[config.mk]
export PLATFORM = sky130hd
export DESIGN_NAME = dmac_mch_cfg_flat
export DESIGN_NICKNAME = d
export VERILOG_FILES = /design/src/rtl/dmac_mch_cfg_pkg.sv /design/src/rtl/dmac_mch_cfg_if.sv /design/src/rtl/dmac_mch_cfg_ch.sv /design/src/rtl/dmac_mch_cfg.sv /design/src/flat_wrapper.sv
export SDC_FILE = /design/constraint.sdc
export NUM_CORES = 1
export LEC_CHECK = 0
export CAP_MARGIN = 20
export CORE_ASPECT_RATIO = 0.6
export CORE_MARGIN = 1
export CORE_UTILIZATION = 49
export CTS_CLUSTER_SIZE = 16
export DETAILED_ROUTE_END_ITERATION = 8
export PLACE_DENSITY = 0.77
export SETUP_SLACK_MARGIN = 0.05
export SLEW_MARGIN = 40
export SYNTH_ARGS = -nofsm -noshare
export SYNTH_HDL_FRONTEND = slang
export SYNTH_SLANG_ARGS = --single-unit
[constraint.sdc]
create_clock -name clk -period 3.4 [get_ports clk]
set_input_delay 0.85 -clock clk [delete_from_list [all_inputs] [get_ports clk]]
set_output_delay 0.85 -clock clk [all_outputs]
set_load 0.01 [all_outputs]
[src/rtl/dmac_mch_cfg_pkg.sv]
// Shared constants, address-decode enum and decode helper for the multi-channel DMA config block.
package dmac_cfg_pkg;

    localparam int unsigned ADDR_W   = 12;
    localparam int unsigned DATA_W   = 32;
    localparam int unsigned CH_IDX_W = 3;
    localparam int unsigned MAX_CH   = 8;

    localparam logic [ADDR_W-1:0] OFF_VERSION  = 12'h000;
    localparam logic [ADDR_W-1:0] OFF_IRQ_EN   = 12'h004;
    localparam logic [ADDR_W-1:0] OFF_IRQ_STAT = 12'h008;
    localparam logic [ADDR_W-1:0] CH_BASE      = 12'h100;
    localparam logic [ADDR_W-1:0] CH_STRIDE    = 12'h020;

    localparam logic [4:0] CH_OFF_SRC    = 5'h00;
    localparam logic [4:0] CH_OFF_DST    = 5'h04;
    localparam logic [4:0] CH_OFF_LEN    = 5'h08;
    localparam logic [4:0] CH_OFF_CMD    = 5'h0C;
    localparam logic [4:0] CH_OFF_STATUS = 5'h10;

    localparam logic [DATA_W-1:0] VERSION_BASE = 32'h0002_0000;

    typedef enum logic [3:0] {
        DEC_NONE,
        DEC_VERSION,
        DEC_IRQ_EN,
        DEC_IRQ_STAT,
        DEC_SRC,
        DEC_DST,
        DEC_LEN,
        DEC_CMD,
        DEC_STATUS
    } dec_kind_e;

    typedef struct packed {
        dec_kind_e             kind;
        logic [CH_IDX_W-1:0]   ch;
    } dec_t;

    // Map an APB address to a register kind and channel index (channel range not checked here).
    function automatic dec_t addr_decode(input logic [ADDR_W-1:0] addr);
        logic [ADDR_W-1:0] rel;
        dec_t              d;
        rel    = addr - CH_BASE;
        d.kind = DEC_NONE;
        d.ch   = CH_IDX_W'(rel / CH_STRIDE);
        if (addr == OFF_VERSION) begin
            d.kind = DEC_VERSION;
        end else if (addr == OFF_IRQ_EN) begin
            d.kind = DEC_IRQ_EN;
        end else if (addr == OFF_IRQ_STAT) begin
            d.kind = DEC_IRQ_STAT;
        end else if (addr >= CH_BASE && addr < CH_BASE + ADDR_W'(MAX_CH) * CH_STRIDE) begin
            case (5'(rel % CH_STRIDE))
                CH_OFF_SRC:    d.kind = DEC_SRC;
                CH_OFF_DST:    d.kind = DEC_DST;
                CH_OFF_LEN:    d.kind = DEC_LEN;
                CH_OFF_CMD:    d.kind = DEC_CMD;
                CH_OFF_STATUS: d.kind = DEC_STATUS;
                default:       d.kind = DEC_NONE;
            endcase
        end
        return d;
    endfunction

endpackage

[src/rtl/dmac_mch_cfg_if.sv]
// APB slave bus bundle for the DMA configuration block.
interface dmac_mch_cfg_if;
    import dmac_cfg_pkg::*;

    logic              psel_i;
    logic              penable_i;
    logic              pwrite_i;
    logic [ADDR_W-1:0] paddr_i;
    logic [DATA_W-1:0] pwdata_i;
    logic              pready_o;
    logic              pslverr_o;
    logic [DATA_W-1:0] prdata_o;

    modport master (
        output psel_i, penable_i, pwrite_i, paddr_i, pwdata_i,
        input  pready_o, pslverr_o, prdata_o
    );

    modport slave (
        input  psel_i, penable_i, pwrite_i, paddr_i, pwdata_i,
        output pready_o, pslverr_o, prdata_o
    );

endinterface

[src/rtl/dmac_mch_cfg_ch.sv]
// One DMA channel: address/length registers, busy tracking, done-edge detect, start pulse.
module dmac_cfg_ch
    import dmac_cfg_pkg::*;
#(
    parameter int unsigned LEN_W = 16
) (
    input  logic              clk,
    input  logic              rst,
    input  logic              wr_src,
    input  logic              wr_dst,
    input  logic              wr_len,
    input  logic              start_req,
    input  logic [DATA_W-1:0] wdata,
    input  logic              done_i,
    output logic [DATA_W-1:0] src_addr_o,
    output logic [DATA_W-1:0] dst_addr_o,
    output logic [LEN_W-1:0]  byte_len_o,
    output logic              busy_o,
    output logic              start_o,
    output logic              done_evt_c
);

    logic done_q;

    // A done rising edge only counts while the channel is running.
    assign done_evt_c = done_i & ~done_q & busy_o;

    // Channel registers; start and done cannot coincide since starts need an idle channel.
    always_ff @(posedge clk) begin
        if (rst) begin
            src_addr_o <= '0;
            dst_addr_o <= '0;
            byte_len_o <= '0;
            busy_o     <= 1'b0;
            start_o    <= 1'b0;
            done_q     <= 1'b0;
        end else begin
            done_q  <= done_i;
            start_o <= start_req;
            if (wr_src) src_addr_o <= wdata;
            if (wr_dst) dst_addr_o <= wdata;
            if (wr_len) byte_len_o <= wdata[LEN_W-1:0];
            if (start_req)       busy_o <= 1'b1;
            else if (done_evt_c) busy_o <= 1'b0;
        end
    end

endmodule

[src/rtl/dmac_mch_cfg.sv]
// Multi-channel DMA configuration block with a zero-wait-state APB slave.
// Optional interrupt logic (IRQ_EN, IRQ_STAT, irq_o) is built when DMAC_CFG_IRQ_EN is defined.
module dmac_mch_cfg
    import dmac_cfg_pkg::*;
#(
    parameter int unsigned CH_CNT = 4,
    parameter int unsigned LEN_W  = 16
) (
    input  logic                    clk,
    input  logic                    rst,
    dmac_mch_cfg_if.slave           apb,
    output logic [CH_CNT*32-1:0]    src_addr_o,
    output logic [CH_CNT*32-1:0]    dst_addr_o,
    output logic [CH_CNT*LEN_W-1:0] byte_len_o,
    output logic [CH_CNT-1:0]       start_o,
    input  logic [CH_CNT-1:0]       done_i,
    output logic                    irq_o
);

    dec_t              dec_c;
    logic              setup_c;
    logic              access_wr_c;
    logic              err_c;
    logic [DATA_W-1:0] rdata_c;
    logic              ch_ok_c;
    logic              ch_busy_c;
    logic              ch_done_c;
    logic [DATA_W-1:0] ch_src_c;
    logic [DATA_W-1:0] ch_dst_c;
    logic [LEN_W-1:0]  ch_len_c;
    logic [DATA_W-1:0] irq_en_rd_c;
    logic [DATA_W-1:0] irq_stat_rd_c;
    logic [CH_CNT-1:0] busy;
    logic [CH_CNT-1:0] done_evt_c;
    logic [CH_CNT-1:0] wr_src_c;
    logic [CH_CNT-1:0] wr_dst_c;
    logic [CH_CNT-1:0] wr_len_c;
    logic [CH_CNT-1:0] start_req_c;
    logic [DATA_W-1:0] prdata_q;
    logic              pslverr_q;

    assign setup_c     = apb.psel_i & ~apb.penable_i;
    assign access_wr_c = apb.psel_i & apb.penable_i & apb.pwrite_i & ~pslverr_q;
    assign dec_c       = addr_decode(apb.paddr_i);

    assign apb.pready_o  = 1'b1;
    assign apb.prdata_o  = prdata_q;
    assign apb.pslverr_o = pslverr_q;

    // Select the addressed channel, then form the error flag and read data.
    always_comb begin
        ch_ok_c   = 1'b0;
        ch_busy_c = 1'b0;
        ch_done_c = 1'b0;
        ch_src_c  = '0;
        ch_dst_c  = '0;
        ch_len_c  = '0;
        err_c     = 1'b0;
        rdata_c   = '0;
        for (int unsigned n = 0; n < CH_CNT; n++) begin
            if (dec_c.ch == CH_IDX_W'(n)) begin
                ch_ok_c   = 1'b1;
                ch_busy_c = busy[n];
                ch_done_c = done_i[n];
                ch_src_c  = src_addr_o[n*32 +: 32];
                ch_dst_c  = dst_addr_o[n*32 +: 32];
                ch_len_c  = byte_len_o[n*LEN_W +: LEN_W];
            end
        end
        case (dec_c.kind)
            DEC_VERSION:  rdata_c = VERSION_BASE | DATA_W'(CH_CNT);
            DEC_IRQ_EN:   rdata_c = irq_en_rd_c;
            DEC_IRQ_STAT: rdata_c = irq_stat_rd_c;
            DEC_SRC:      rdata_c = ch_src_c;
            DEC_DST:      rdata_c = ch_dst_c;
            DEC_LEN:      rdata_c = DATA_W'(ch_len_c);
            DEC_CMD:      rdata_c = '0;
            DEC_STATUS:   rdata_c = DATA_W'({ch_busy_c, ch_done_c});
            default:      err_c   = 1'b1;
        endcase
        if (dec_c.kind inside {DEC_SRC, DEC_DST, DEC_LEN, DEC_CMD, DEC_STATUS} && !ch_ok_c)
            err_c = 1'b1;
        if (dec_c.kind inside {DEC_SRC, DEC_DST, DEC_LEN, DEC_CMD} && ch_busy_c && apb.pwrite_i)
            err_c = 1'b1;
        if (err_c)
            rdata_c = '0;
    end

    // Per-channel write strobes for committed access-phase writes.
    always_comb begin
        wr_src_c    = '0;
        wr_dst_c    = '0;
        wr_len_c    = '0;
        start_req_c = '0;
        for (int unsigned n = 0; n < CH_CNT; n++) begin
            if (access_wr_c && dec_c.ch == CH_IDX_W'(n)) begin
                wr_src_c[n]    = (dec_c.kind == DEC_SRC);
                wr_dst_c[n]    = (dec_c.kind == DEC_DST);
                wr_len_c[n]    = (dec_c.kind == DEC_LEN);
                start_req_c[n] = (dec_c.kind == DEC_CMD) & apb.pwdata_i[0];
            end
        end
    end

    // Response is captured in the setup phase so it is stable through the access phase.
    always_ff @(posedge clk) begin
        if (rst) begin
            prdata_q  <= '0;
            pslverr_q <= 1'b0;
        end else if (setup_c) begin
            prdata_q  <= rdata_c;
            pslverr_q <= err_c;
        end
    end

    for (genvar n = 0; n < CH_CNT; n++) begin : g_ch
        dmac_cfg_ch #(.LEN_W(LEN_W)) u_ch (
            .clk        (clk),
            .rst        (rst),
            .wr_src     (wr_src_c[n]),
            .wr_dst     (wr_dst_c[n]),
            .wr_len     (wr_len_c[n]),
            .start_req  (start_req_c[n]),
            .wdata      (apb.pwdata_i),
            .done_i     (done_i[n]),
            .src_addr_o (src_addr_o[n*32 +: 32]),
            .dst_addr_o (dst_addr_o[n*32 +: 32]),
            .byte_len_o (byte_len_o[n*LEN_W +: LEN_W]),
            .busy_o     (busy[n]),
            .start_o    (start_o[n]),
            .done_evt_c (done_evt_c[n])
        );
    end

`ifdef DMAC_CFG_IRQ_EN
    logic [CH_CNT-1:0] irq_en_q;
    logic [CH_CNT-1:0] irq_stat_q;
    logic [CH_CNT-1:0] w1c_c;
    logic              irq_q;

    assign w1c_c = (access_wr_c && dec_c.kind == DEC_IRQ_STAT) ? apb.pwdata_i[CH_CNT-1:0] : '0;

    // Interrupt enable/status; a same-cycle done event beats the W1C clear.
    always_ff @(posedge clk) begin
        if (rst) begin
            irq_en_q   <= '0;
            irq_stat_q <= '0;
            irq_q      <= 1'b0;
        end else begin
            if (access_wr_c && dec_c.kind == DEC_IRQ_EN)
                irq_en_q <= apb.pwdata_i[CH_CNT-1:0];
            irq_stat_q <= (irq_stat_q & ~w1c_c) | done_evt_c;
            irq_q      <= |(irq_stat_q & irq_en_q);
        end
    end

    assign irq_en_rd_c   = DATA_W'(irq_en_q);
    assign irq_stat_rd_c = DATA_W'(irq_stat_q);
    assign irq_o         = irq_q;
`else
    logic unused_done_evt;

    assign unused_done_evt = ^done_evt_c;
    assign irq_en_rd_c     = '0;
    assign irq_stat_rd_c   = '0;
    assign irq_o           = 1'b0;
`endif

endmodule
[src/flat_wrapper.sv]
// flat-port wrapper written by rule: the top's interface ports become plain ports
module dmac_mch_cfg_flat import dmac_cfg_pkg::*;
#(
    parameter int unsigned CH_CNT = 4,
    parameter int unsigned LEN_W  = 16
)
  (clk, rst, src_addr_o, dst_addr_o, byte_len_o, start_o, done_i, irq_o, apb_psel_i, apb_penable_i, apb_pwrite_i, apb_paddr_i, apb_pwdata_i, apb_pready_o, apb_pslverr_o, apb_prdata_o);
  dmac_mch_cfg_if apb_i ();
  input  logic clk;
  input  logic rst;
  output logic [CH_CNT*32-1:0] src_addr_o;
  output logic [CH_CNT*32-1:0] dst_addr_o;
  output logic [CH_CNT*LEN_W-1:0] byte_len_o;
  output logic [CH_CNT-1:0] start_o;
  input  logic [CH_CNT-1:0] done_i;
  output logic irq_o;
  input wire logic [$bits(apb_i.psel_i)-1:0] apb_psel_i;
  input wire logic [$bits(apb_i.penable_i)-1:0] apb_penable_i;
  input wire logic [$bits(apb_i.pwrite_i)-1:0] apb_pwrite_i;
  input wire logic [$bits(apb_i.paddr_i)-1:0] apb_paddr_i;
  input wire logic [$bits(apb_i.pwdata_i)-1:0] apb_pwdata_i;
  output wire logic [$bits(apb_i.pready_o)-1:0] apb_pready_o;
  output wire logic [$bits(apb_i.pslverr_o)-1:0] apb_pslverr_o;
  output wire logic [$bits(apb_i.prdata_o)-1:0] apb_prdata_o;
  assign apb_i.psel_i = apb_psel_i;
  assign apb_i.penable_i = apb_penable_i;
  assign apb_i.pwrite_i = apb_pwrite_i;
  assign apb_i.paddr_i = apb_paddr_i;
  assign apb_i.pwdata_i = apb_pwdata_i;
  assign apb_pready_o = apb_i.pready_o;
  assign apb_pslverr_o = apb_i.pslverr_o;
  assign apb_prdata_o = apb_i.prdata_o;
  dmac_mch_cfg #(.CH_CNT(CH_CNT), .LEN_W(LEN_W)) u_core (.clk(clk), .rst(rst), .apb(apb_i), .src_addr_o(src_addr_o), .dst_addr_o(dst_addr_o), .byte_len_o(byte_len_o), .start_o(start_o), .done_i(done_i), .irq_o(irq_o));
endmodule
Word level (Yosys, flattened, before mapping)
Cells that the tools add are included.
{"block": "classes", "n_addsub": 1, "n_lt_le_gt_ge": 2, "n_eq_ne": 17, "n_mux": 58, "bitwise": 19, "n_reduce_logical": 19}
{"op": "32-bit 2-to-1 mux", "n": 9}
{"op": "32-bit case mux with 5 select lines", "n": 1}
{"op": "16-bit 2-to-1 mux", "n": 4}
{"op": "1-bit 2-to-1 mux", "n": 39}
{"op": "4-bit case mux with 5 select lines", "n": 1}
{"op": "4-bit by 3-bit equality test with 1-bit output (second input constant)", "n": 4}
{"op": "4-bit 2-to-1 mux", "n": 4}
{"op": "1-bit bitwise AND", "n": 13}
{"op": "12-bit by 3-bit equality test with 1-bit output (second input constant)", "n": 1}
{"op": "12-bit by 4-bit equality test with 1-bit output (second input constant)", "n": 1}
{"op": "12-bit by 9-bit >= comparator with 1-bit output (second input constant)", "n": 1}
{"op": "12-bit logical NOT", "n": 1}
{"op": "12-bit by 10-bit < comparator with 1-bit output (second input constant)", "n": 1}
{"op": "5-bit by 4-bit equality test with 1-bit output (second input constant)", "n": 2}
{"op": "4-bit by 2-bit equality test with 1-bit output (second input constant)", "n": 2}
{"op": "1-bit logical AND", "n": 8}
{"op": "2-bit nonzero test", "n": 4}
{"op": "8-bit OR reduction", "n": 1}
{"op": "8-bit by 1-bit subtractor with 8-bit output (second input constant)", "n": 1}
{"op": "3-bit by 2-bit equality test with 1-bit output (second input constant)", "n": 2}
{"op": "1-bit NOT", "n": 6}
{"op": "5-bit by 3-bit equality test with 1-bit output (second input constant)", "n": 1}
{"op": "5-bit equality test (second input constant)", "n": 1}
{"op": "5-bit logical NOT", "n": 1}
{"op": "7 further kinds", "n": 7}
{"block": "word_totals", "register_bits": 365, "input_bits": 53, "output_inout_bits": 359, "elab_cells": 142}

Longest topological paths before layout
{"block": "depth", "word_depth": 13, "mapped_depth": 9, "ltp_nobuf": 5}

Cells and area by module
A second synthesis with hierarchy kept.
{"block": "unflattened", "cells_unflattened": 1458, "area_unflattened_um2": 16169.3}
{"module": "dmac_cfg_ch", "instances": 4, "cells_each": 269, "area_per_inst_um2": 3020.4, "seq_area_each_um2": 1661.6}
{"module": "dmac_mch_cfg", "instances": 1, "cells_each": 382, "area_per_inst_um2": 4087.7, "seq_area_each_um2": 660.6}

Worst setup path after synthesis
No wires, ideal clock.
{"block": "synth_timing", "path_type": "input -> register", "from": "in apb_paddr_i[7]", "to": "reg u_core.g_ch[3].u_ch.byte_len_o[10]", "setup_ns": 0.128, "t_arrival_ns": 2.546, "required_ns": 3.272, "path_slack_ns": 0.726, "path_stages": 8, "n_path_buf": 3, "cell_sequence": "buf_2 -> nand4b_1 -> or4_1 -> clkbuf_1 -> nor3_4 -> buf_6 -> mux2i_1 -> nor2_1"}
{"block": "synth_via", "elab_chain_len": 8, "word_cells_on_any_way": 15, "classes_between": "1 x add/sub; 2 x order compare; 4 x eq/ne; 5 x mux; 3 x reduce/logical"}
{"item": "start: declaration", "line_no": "flat_wrapper.sv:20", "text": "input wire logic [$bits(apb_i.paddr_i)-1:0] apb_paddr_i;"}
{"item": "12-bit by 9-bit >= comparator with 1-bit output or 12-bit by 10-bit < comparator with 1-bit output (tied branches)", "line_no": "dmac_mch_cfg_pkg.sv:53", "text": "end else if (addr >= CH_BASE && addr < CH_BASE + ADDR_W'(MAX_CH) * CH_STRIDE) begin"}
{"item": "1-bit logical AND", "line_no": "dmac_mch_cfg_pkg.sv:53"}
{"item": "4-bit 2-to-1 mux", "line_no": "dmac_mch_cfg_pkg.sv:53"}
{"item": "4-bit 2-to-1 mux", "line_no": "dmac_mch_cfg_pkg.sv:51", "text": "end else if (addr == OFF_IRQ_STAT) begin"}
{"item": "4-bit 2-to-1 mux", "line_no": "dmac_mch_cfg_pkg.sv:49", "text": "end else if (addr == OFF_IRQ_EN) begin"}
{"item": "4-bit 2-to-1 mux", "line_no": "dmac_mch_cfg_pkg.sv:47", "text": "if (addr == OFF_VERSION) begin"}
{"item": "4-bit by 3-bit equality test with 1-bit output", "line_no": "dmac_mch_cfg.sv:99", "text": "wr_len_c[n] = (dec_c.kind == DEC_LEN);"}
{"item": "1-bit 2-to-1 mux (*)", "line_no": "dmac_mch_cfg.sv:96", "text": "if (access_wr_c && dec_c.ch == CH_IDX_W'(n)) begin"}
{"item": "end signal: assignment", "line_no": "dmac_mch_cfg_ch.sv:42", "text": "if (wr_len) byte_len_o <= wdata[LEN_W-1:0];"}
{"item": "end: declaration", "line_no": "dmac_mch_cfg_ch.sv:17", "text": "output logic [LEN_W-1:0] byte_len_o,"}
Mark *: on every way between the ends. The rest lies on a longest branch, timed or not.
A chain may end at the register's enable or synchronous reset.

Final worst setup path
{"block": "layout_timing", "from": "in apb_pwrite_i", "to": "reg u_core.g_ch[3].u_ch.src_addr_o[18]"}
{"block": "layout_via", "elab_chain_len": 4}
{"item": "start: declaration", "line_no": "flat_wrapper.sv:19", "text": "input wire logic [$bits(apb_i.pwrite_i)-1:0] apb_pwrite_i;"}
{"item": "1-bit bitwise AND (2 in a row)", "line_no": "dmac_mch_cfg.sv:43", "text": "assign access_wr_c = apb.psel_i & apb.penable_i & apb.pwrite_i & ~pslverr_q;"}
{"item": "1-bit logical AND", "line_no": "dmac_mch_cfg.sv:96"}
{"item": "1-bit 2-to-1 mux", "line_no": "dmac_mch_cfg.sv:96"}
{"item": "end signal: assignment", "line_no": "dmac_mch_cfg_ch.sv:40", "text": "if (wr_src) src_addr_o <= wdata;"}
{"item": "end: declaration", "line_no": "dmac_mch_cfg_ch.sv:15", "text": "output logic [DATA_W-1:0] src_addr_o,"}
Every way passes these cells.

==> impl_metrics.ini <==
[outcome]
outcome = finished, final reports clean

[clocking]
path_clk_slew_ns = 0.07
clockBufferDepth = 3
cts.sinks = 365
cts_buffers = 36
hold_buffers = 0
post_cts_resized = 0
htreeDepth = 2
post_cts_buffers = 0
clkLatencyLatePin_ns = 0.54
clock-root-buffer = clkbuf_16
cts_tree = done

[place]
gp_congestion = 0.987
io_buffers = 409
pre_cts_slack_ns = 0.204
hpwlAfterDp_mm = 45.3
placed_cells = 2613
placed_cell_area_mm2 = 0.0204

[logic_synthesis]
synth_largest_area_cell = dfxtp_1
synth_edf_count = 0
mappedNetlistArea_mm2 = 0.0156
synth.distinct_cells = 46
yosys_warnings = 0
ys.flop_type = dfxtp_1
yosys-mux-area-fraction_pct = 12.3
seq_area_frac_synth_pct = 46.8
synth-compound-area-share_pct = 15.7
synthSimpleGateAreaFrac_pct = 19.4
synth_xor_area_share_pct = 0
synthArstFlopShare_pct = 0
synth_adder_area_share_pct = 0.0640
synth_cells = 1887
yosysTopAreaCellShare_pct = 46.8
synth_top_family_by_area = simple AND/OR/NAND/NOR gates
ys_ff_latch = 365
yosys-top-cells-area = dfxtp_1 47%, nand2_1 15%, a21oi_1 10%, mux2i_1 5.9%, mux4_2 4.8%
synth_nets = 1940
syn-mean-instance-area_um2 = 8.28

[timing]
post-route-period-util_pct = 79.7
fin_setup_tns_ns = 0
finalCriticalPeriod_ns = 2.71
maxSlewHeadroom_pct = 41.3
rsz0062_at_grt = no
fin_skew_ns = 0.0203
setup_viol = 0
slew_violations = 0
hold_ws_ns = 0.453
fin_ws_ns = 0.689
fmax_ghz = 0.369
tightest_slew_ns = 0.881
hold_viol_final = 0

[setup_path]
arrival_ns = 3.09
rr_worst_depth = 5
critPathLaunch = apb_pwrite_i
r2r-start = u_core.apb.pslverr_o$_SDFFE_PP0P_
crit_type = in -> reg
reg2reg_slack_ns = 1.22
crit_required_ns = 3.78
endpoint_kind = flip-flop
crit_fanout = 22
timing.rr.end = u_core.g_ch[3].u_ch.src_addr_o[18]$_SDFFE_PP0P_
critPathLaunchType = input port

[route]
routed_wl_mm = 65.1
avgRoutedWirePerCell_um = 24.3
drtIter0Drc = 2277
ant_nets = 0
drt-vias-per-instance = 6.05
firstDrtPassIters = 5
via_count = 16200
drc = 0

[layout]
area_growth_pct = 38.6
design_area_mm2 = 0.0217
final_common_cell = nand2_1
drive_gt1_share_pct = 10.5
fin_util_pct = 69.3
layout_common_cells = 602 x nand2_1, 406 x clkdlybuf4s50_1, 365 x dfxtp_1, 311 x a21oi_1, 92 x mux2i_1
fillers = 2450
instances_no_fill = 2681
fin_nets = 2289

[global_routing]
grt_pass1_wl_mm = 95.4
grt_pass1_vias = 15100
grt_antenna_before_repair = 4
grt-ovfl-total = 0
track_usage_pct = 39.0
grt_max_degree = 195

[hold_path]
hold_depth = 2
min-delay-start = u_core.apb.prdata_o[25]$_SDFFE_PP0P_
min_to = u_core.apb.prdata_o[25]$_SDFFE_PP0P_
hp-class = reg -> reg

[die]
fp-row-count = 50
die_area_mm2 = 0.0326
die_height_um = 140
die_w_um = 233
start_util_pct = 50.0
core-area_mm2 = 0.0313
io-pin-count = 412

[power_and_ir_drop]
p_leak_nw = 7.26
p_per_area_mw_per_mm2 = 423
vdd_drop_max_v = 0.000357
fin_total_pwr_mw = 9.16

[job]
drv_cap = 0
[worst max-delay path, stage by stage]
cell	delay, ns
clkdlybuf4s50_1	0.55
nand4b_1	0.17
or4_1	0.59
or3_2	0.48
buf_4	0.27
nand2_1	0.11
a21oi_1	0.06
[synthesized netlist by cell type (5+ instances only)]
cell type / instances
buf_2: 61
a221oi_1: 12
nor2b_1: 6
nor4_1: 5
mux2_2: 23
o21ai_1: 10
nand2_1: 605
a21oi_1: 311
nor3_1: 6
nand2b_1: 10
nand3_1: 52
nor2_1: 26
a22oi_1: 52
clkbuf_1: 98
dfxtp_1: 365
o21ai_0: 18
mux2i_1: 92
buf_4: 24
and2_1: 9
mux4_2: 33
o22ai_1: 18
[worst max-delay path by stage]
stage,endpoint,slack [ns],depth (start not counted)
2_1_floorplan,u_core.g_ch[3].u_ch.byte_len_o[10]$_SDFFE_PP0P_,0.73,8
3_3_place_gp,u_core.g_ch[3].u_ch.src_addr_o[14]$_SDFFE_PP0P_,0.22,7
3_5_place_dp,u_core.g_ch[3].u_ch.src_addr_o[9]$_SDFFE_PP0P_,0.20,7
4_1_cts,u_core.g_ch[3].u_ch.byte_len_o[2]$_SDFFE_PP0P_,0.72,8
5_1_grt,u_core.apb.prdata_o[4]$_SDFFE_PP0P_,0.50,7
6_report,u_core.g_ch[3].u_ch.src_addr_o[18]$_SDFFE_PP0P_,0.69,7
[state kept, by name, summed over array words and instances, names as in the netlist]
signal,flops
u_core.apb.prdata_o,32
u_core.apb.pslverr_o,1
u_core.g_ch.u_ch.busy_o,4
u_core.g_ch.u_ch.byte_len_o,64
u_core.g_ch.u_ch.done_q,4
u_core.g_ch.u_ch.dst_addr_o,128
u_core.g_ch.u_ch.src_addr_o,128
u_core.g_ch.u_ch.start_o,4
[area by class of cell]
cell class / count / area [um2] / area share [%]
clock inverter: 17 / 272 / 1.25
inverter: 4 / 15.0 / 0.0693
sequential: 365 / 7310 / 33.7
multi-input combinational: 1330 / 7510 / 34.7
tap: 416 / 520 / 2.40
timing repair buffer: 499 / 5030 / 23.2
antenna: 3 / 7.51 / 0.0347
clock buffer: 47 / 1000 / 4.63
[where the power goes]
part	internal [mW]	switching [mW]
clock	2.63	1.78
sequential	4.28	0.00222
combinational	0.153	0.325
[routing by layer]
metal | up-vias | global-route usage, % | routed length (um)
met5 | - | 0 | 27
met4 | 4 | 14.7 | 2580
met3 | 183 | 13.0 | 9500
met2 | 1178 | 55.1 | 26900
met1 | 7727 | 54.7 | 26100
li1 | 7127 | - | -
[cell families (layout without fill, tap and decap cells)]
kind of cell               after synthesis  count (layout)
adders and majority gates                1               1
other                                    2               5
AOI/OAI and AO/OA                      439             439
and+or+nand+nor                        740             740
buffers and inverters                  192             567
muxes                                  148             148
DFF                                    365             365
No activity file was read; power rests on OpenSTA's default activity.
